`src/rtl/tmds_shift_sequencer.sv`:
```
// ---------------------------------------------------------------------------
// tmds_shift_sequencer
//
// Serialises 10-bit TMDS symbols (red, green, blue) into 1-bit (SDR) or
// 2-bit (DDR) slices per clk_shift cycle. It also produces the matching
// TMDS clock-channel pattern. A one-deep shadow (skid) register decouples
// the upstream encoder from the symbol boundary. When no symbol is waiting
// at a boundary, the idle control symbol is sent instead and a sticky
// underrun flag is raised.
//
// Handshake: a triplet transfers on every rising clk_shift edge where
// in_valid and in_ready are both high. in_ready is derived from registered
// state and reset only; it never looks at in_valid. in_* only need to be
// stable in the transfer cycle.
//
// Optional feature: define TMDS_UNDERRUN_COUNT_EN to add underrun_count,
// a saturating count of inserted idle symbols.
//
// Parameters:
//   C_ddr          0: SDR, 10 cycles per symbol; 1: DDR, 5 cycles per symbol
//   C_idle_symbol  symbol sent on underrun and after reset
//
// Ports:
//   clk_shift       bit/shift clock, the only clock
//   reset           synchronous, active-high
//   in_valid        upstream triplet valid
//   in_ready        triplet accepted this cycle when in_valid is high
//   in_red/green/blue  10-bit TMDS symbols
//   clr_underrun    clears the sticky underrun flag (and the counter)
//   out_clock       clock-channel slice, [0] first in time, [1] second
//   out_red/green/blue colour slices, same bit order
//   underrun        sticky: an idle symbol was inserted
//   underrun_count  (TMDS_UNDERRUN_COUNT_EN only) saturating idle count
// ---------------------------------------------------------------------------
module tmds_shift_sequencer #(
  parameter logic       C_ddr         = 1'b0,
  parameter logic [9:0] C_idle_symbol = 10'b1101010100
) (
  input  logic       clk_shift,
  input  logic       reset,
  input  logic       in_valid,
  output logic       in_ready,
  input  logic [9:0] in_red,
  input  logic [9:0] in_green,
  input  logic [9:0] in_blue,
  input  logic       clr_underrun,
  output logic [1:0] out_clock,
  output logic [1:0] out_red,
  output logic [1:0] out_green,
  output logic [1:0] out_blue,
  output logic       underrun
`ifdef TMDS_UNDERRUN_COUNT_EN
  ,
  output logic [15:0] underrun_count
`endif
);

  // Last phase of a symbol: 4 in DDR (2 bits/cycle), 9 in SDR.
  localparam logic [3:0] PH_LAST       = C_ddr ? 4'd4 : 4'd9;
  // Five ones then five zeros, sent LSB first like the colour symbols.
  localparam logic [9:0] CLOCK_PATTERN = 10'b0000011111;

  // Slice of a symbol belonging to phase p, [0] is the earlier bit.
  function automatic logic [1:0] slice_at(input logic [9:0] sym,
                                          input logic [3:0] p);
    logic [3:0] idx_lo;
    logic [3:0] idx_hi;
    idx_lo = {p[2:0], 1'b0};
    idx_hi = {p[2:0], 1'b1};
    if (C_ddr) begin
      slice_at = {sym[idx_hi], sym[idx_lo]};
    end else begin
      slice_at = {1'b0, sym[p]};
    end
  endfunction

  // -------------------------------------------------------------------------
  // State
  // -------------------------------------------------------------------------
  logic [3:0] ph;
  logic [9:0] shift_red;
  logic [9:0] shift_green;
  logic [9:0] shift_blue;
  logic [9:0] shadow_red;
  logic [9:0] shadow_green;
  logic [9:0] shadow_blue;
  logic       shadow_full;
  logic       underrun_q;

  logic [3:0] ph_next;
  logic [9:0] shift_red_next;
  logic [9:0] shift_green_next;
  logic [9:0] shift_blue_next;
  logic [9:0] shadow_red_next;
  logic [9:0] shadow_green_next;
  logic [9:0] shadow_blue_next;
  logic       shadow_full_next;
  logic       underrun_next;

  logic       boundary;
  logic       accept;
  logic       inserting;

  // -------------------------------------------------------------------------
  // Handshake and boundary decode
  // -------------------------------------------------------------------------
  assign boundary = (ph == PH_LAST);
  // At the boundary the shadow empties into shift on the same edge, so a
  // full shadow can still take a new word in that cycle.
  assign in_ready = ~reset & (~shadow_full | boundary);
  assign accept   = in_valid & in_ready;
  // An idle symbol is inserted when the boundary finds nothing waiting.
  assign inserting = boundary & ~shadow_full;

  // -------------------------------------------------------------------------
  // Next-state logic
  // -------------------------------------------------------------------------
  always_comb begin
    ph_next           = ph + 4'd1;
    shift_red_next    = shift_red;
    shift_green_next  = shift_green;
    shift_blue_next   = shift_blue;
    shadow_red_next   = shadow_red;
    shadow_green_next = shadow_green;
    shadow_blue_next  = shadow_blue;
    shadow_full_next  = shadow_full;
    underrun_next     = underrun_q;

    if (boundary) begin
      ph_next = 4'd0;
      if (shadow_full) begin
        shift_red_next   = shadow_red;
        shift_green_next = shadow_green;
        shift_blue_next  = shadow_blue;
        shadow_full_next = 1'b0;
      end else begin
        shift_red_next   = C_idle_symbol;
        shift_green_next = C_idle_symbol;
        shift_blue_next  = C_idle_symbol;
      end
    end

    // A same-cycle accept refills the shadow after the old content has
    // been handed to shift, so the new word becomes the following symbol.
    if (accept) begin
      shadow_red_next   = in_red;
      shadow_green_next = in_green;
      shadow_blue_next  = in_blue;
      shadow_full_next  = 1'b1;
    end

    // Setting wins over a coincident clear.
    if (inserting) begin
      underrun_next = 1'b1;
    end else if (clr_underrun) begin
      underrun_next = 1'b0;
    end
  end

  // -------------------------------------------------------------------------
  // Registers
  // -------------------------------------------------------------------------
  always_ff @(posedge clk_shift) begin
    if (reset) begin
      ph           <= 4'd0;
      shift_red    <= C_idle_symbol;
      shift_green  <= C_idle_symbol;
      shift_blue   <= C_idle_symbol;
      shadow_red   <= C_idle_symbol;
      shadow_green <= C_idle_symbol;
      shadow_blue  <= C_idle_symbol;
      shadow_full  <= 1'b0;
      underrun_q   <= 1'b0;
      out_clock    <= 2'b00;
      out_red      <= 2'b00;
      out_green    <= 2'b00;
      out_blue     <= 2'b00;
    end else begin
      ph           <= ph_next;
      shift_red    <= shift_red_next;
      shift_green  <= shift_green_next;
      shift_blue   <= shift_blue_next;
      shadow_red   <= shadow_red_next;
      shadow_green <= shadow_green_next;
      shadow_blue  <= shadow_blue_next;
      shadow_full  <= shadow_full_next;
      underrun_q   <= underrun_next;
      // Output slices use the current phase and the symbol currently in
      // shift, one cycle after ph; a boundary load only affects the next
      // cycle's slice.
      out_clock    <= slice_at(CLOCK_PATTERN, ph);
      out_red      <= slice_at(shift_red, ph);
      out_green    <= slice_at(shift_green, ph);
      out_blue     <= slice_at(shift_blue, ph);
    end
  end

  assign underrun = underrun_q;

`ifdef TMDS_UNDERRUN_COUNT_EN
  // -------------------------------------------------------------------------
  // Saturating idle-insertion counter
  // -------------------------------------------------------------------------
  logic [15:0] count_q;
  logic [15:0] count_next;

  always_comb begin
    count_next = count_q;
    if (clr_underrun) begin
      count_next = inserting ? 16'd1 : 16'd0;
    end else if (inserting && (count_q != 16'hFFFF)) begin
      count_next = count_q + 16'd1;
    end
  end

  always_ff @(posedge clk_shift) begin
    if (reset) begin
      count_q <= 16'd0;
    end else begin
      count_q <= count_next;
    end
  end

  assign underrun_count = count_q;
`endif

endmodule

```
`config.mk`:
```
export PLATFORM = sky130hd
export DESIGN_NAME = tmds_shift_sequencer
export DESIGN_NICKNAME = d
export VERILOG_FILES = /design/src/rtl/tmds_shift_sequencer.sv
export SDC_FILE = /design/constraint.sdc
export NUM_CORES = 1
export LEC_CHECK = 0
export CAP_MARGIN = 20
export CORE_ASPECT_RATIO = 1.25
export CORE_UTILIZATION = 40
export CTS_CLUSTER_SIZE = 40
export DETAILED_ROUTE_END_ITERATION = 10
export HOLD_SLACK_MARGIN = 0.1
export SLEW_MARGIN = 20
export SYNTH_ARGS = -nofsm -noshare
export SYNTH_HDL_FRONTEND = slang
export SYNTH_SLANG_ARGS = --single-unit
```
`constraint.sdc`:
```
create_clock -name clk_shift -period 2.1 [get_ports clk_shift]
set_clock_uncertainty 0.15 [all_clocks]
set_input_delay 0.42 -clock clk_shift [delete_from_list [all_inputs] [get_ports clk_shift]]
set_output_delay 0.42 -clock clk_shift [all_outputs]
set_load 0.01 [all_outputs]
```
==> results.yml <==
outcome:
  status: "finished clean"
floorplanning:
  die_h_um: 96.6
  die_area_um2: 7500
  die_width_um: 77.7
  start_util: 0.413
  ios: 44
  rows: 34
  core_um2: 6930
pwr:
  ir_drop_mv: 0.459
  combPwrFrac: 0.102
  p_clk_frac: 0.391
  pwr-share-seq: 0.507
  power_switching_w: 0.000627
  powerDensity_nw_per_um2: 776
  swShare: 0.226
  intPower_w: 0.00215
  leakagePower_nw: 1.39
layout:
  drive_gt1_frac: 0.166
  synthToLayoutAreaGrowth_pct: 25.1
  final_nets: 364
  n_fill_cell: 636
  diodes: 0
global_routing:
  first_global_vias: 1958
  track_usage: 0.167
  grt_overflow: 0
  antenna_found_initial: 0
  grt_max_degree: 30
  grt_pass1_wl_um: 9450
yosys:
  ys_seq_elements: 70
  synth_area_um2: 2860
  postSynthAreaPerCell_um2: 10.1
  synthCells: 284
  synth_warnings: 0
  synth-seq-area-share: 0.490
  synth_cell_types: 34
sta:
  final.setup.worst_slack_ps: 95.0
  tns_ps: 0
  hold_viol: 0
  setup_viol: 0
  finalCritPeriodShare: 0.955
  slew_viol_final: 0
  period_needed_ps: 2010
  max_freq_mhz: 499
  rsz0062_at_grt: "false"
setup_path:
  end_kind: "output port"
  cp-start-kind: "flip-flop"
  cp.required_ps: 1530
  critPathArrivalTime_ps: 1440
  worstSetupPathType: "reg -> out"
  critPathMaxFanout: 2
routing:
  detail_route.wl_per_cell_um: 13.3
  viasPerCell: 4.89
  drc_errors: 0
  via_count: 2062
  routed_wl_um: 5620
  ant_nets: 0
  drtPass1Iterations: 4
  drtIter0Drc: 148
worst_hold_path:
  min-delay-path-class: "reg -> reg"
place:
  place_hpwl_um: 3970
  pre_cts_slack_ps: 58.6
  numPortBuffers: 39
  routabilityCongestion: 0.785
clock_network:
  clk_latency_ps: 340
  cts_tree: "built"
  h-tree-depth: 3
  cts_hold_buf: 0
  cts.sinks: 70
  cts_root_buffer: "clkbuf_8"
  cts_buffers: 9
  clkTransAtPathRegs_ps: 70
  clockBufferDepth: 2
flow_run:
  maxCapViolCount: 0
## cell usage after synthesis
library cell | number | share of area
a211oi_1 | 5 | 0.013
a211oi_4 | 1 | 0.0070
a21oi_1 | 16 | 0.028
a22o_1 | 2 | 0.0061
and2_1 | 1 | 0.0022
and3b_1 | 1 | 0.0031
buf_2 | 11 | 0.019
buf_4 | 6 | 0.016
buf_6 | 2 | 0.0079
clkbuf_1 | 5 | 0.0066
conb_1 | 1 | 0.0013
dfxtp_1 | 70 | 0.49
ha_1 | 3 | 0.013
inv_1 | 20 | 0.026
mux2_1 | 3 | 0.012
mux2_2 | 16 | 0.063
mux2i_1 | 15 | 0.052
mux4_2 | 3 | 0.024
nand2_1 | 17 | 0.022
nand2b_1 | 2 | 0.0044
nand3_1 | 14 | 0.024
nand3b_2 | 1 | 0.0039
nand3b_4 | 1 | 0.0070
nor2_1 | 22 | 0.029
nor2b_1 | 21 | 0.046
nor3b_1 | 1 | 0.0026
nor4b_1 | 1 | 0.0031
o22a_1 | 15 | 0.046
o22ai_1 | 2 | 0.0044
o31ai_1 | 1 | 0.0026
o41ai_1 | 2 | 0.0061
or2_2 | 1 | 0.0022
xnor2_1 | 1 | 0.0031
xor2_1 | 1 | 0.0031
## worst max-delay path: stages (launching register included)
cell and delay [ps]:
dfxtp_1 310, inv_1 70, ha_2 210, nand3b_4 100, a21oi_2 160, clkdlybuf4s15_1 250
## timing repair
item                       in CTS  in global routing
setup endpoints to repair       1                  1
resized for setup               1                  3
setup buffers                   0                  0
## cells in the final DEF, fill, tap and decap left out, types with 2 or more instances in the layout
cell,n
dfxtp_1,70
clkdlybuf4s50_1,37
nor2_1,22
nor2b_1,21
inv_1,20
nand2_1,17
mux2_2,16
o22a_1,15
mux2i_1,15
a21oi_1,15
nand3_1,14
clkbuf_8,11
buf_4,11
a211oi_1,5
conb_1,4
mux2_1,3
mux4_2,3
clkinv_2,3
buf_12,3
nand2b_1,2
a22o_1,2
o41ai_1,2
o22ai_1,2
ha_1,2
## through the flow
stage | std cells | power, W | area (µm²) | hold WS, ps | utilization
2_1_floorplan | 287 | 0.00160 | 2870 | 278 | -
3_3_place_gp | 406 | 0.00172 | 3370 | 289 | 0.486
5_1_grt | 422 | 0.00290 | 3580 | 322 | 0.516
4_1_cts | 422 | 0.00281 | 3570 | 307 | 0.515
3_5_place_dp | 406 | 0.00172 | 3370 | 294 | 0.486
6_report | 422 | 0.00278 | 3580 | 303 | 0.516
## power groups by stage
stage               clock network (W)  logic (W)  registers (W)
floorplan                           0   0.000166        0.00143
global placement                    0   0.000282        0.00144
detailed placement                  0   0.000285        0.00144
CTS                           0.00112   0.000285        0.00141
global route                  0.00117   0.000311        0.00141
finish                        0.00109   0.000283        0.00141
## cells by family after synthesis
group | Yosys count | synth area share
fa+ha+maj | 3 | 0.0131
mux | 37 | 0.151
other cells | 1 | 0.00131
xor+xnor | 2 | 0.00612
flops | 70 | 0.490
simple gates | 83 | 0.150
buf+inv | 44 | 0.0756
compound gates | 44 | 0.113
## layer usage
metal / wire length, µm / GRT usage / up-vias
met1: 2560 / 0.210 / 968
met5: 0 / 0 / -
met4: 103 / 0.0755 / 0
met3: 207 / 0.0432 / 10
li1: - / - / 1040
met2: 2740 / 0.271 / 44
## path summary, 6_finish.rpt
kind                              startpoint             end  slack, ps  cells after the start
worst max-delay path                   ph[1]        in_ready         90                      5
worst min-delay path            shift_red[3]    shift_red[3]        300                      2
worst max register to register         ph[1]  shadow_blue[8]        180                      8
worst min register to register  shift_red[3]    shift_red[3]        300                      2
## sequential cells by signal (all words and copies together), names as in the netlist, 4 cells and up
signal and flops:
shift_green 10, shift_blue 10, shadow_green 10, shift_red 10, shadow_red 10, shadow_blue 10
ph 4
## cell type report
type / instances / area, µm² / area share
Multi-Input combinational cell: 173 / 1260 / 0.352
Inverter: 20 / 75.1 / 0.0210
Tap cell: 90 / 113 / 0.0315
Clock buffer: 12 / 155 / 0.0434
Timing Repair Buffer: 53 / 528 / 0.148
Clock inverter: 4 / 45.0 / 0.0126
Sequential cell: 70 / 1400 / 0.392
Note: power is estimated with default switching activity, not from simulation.
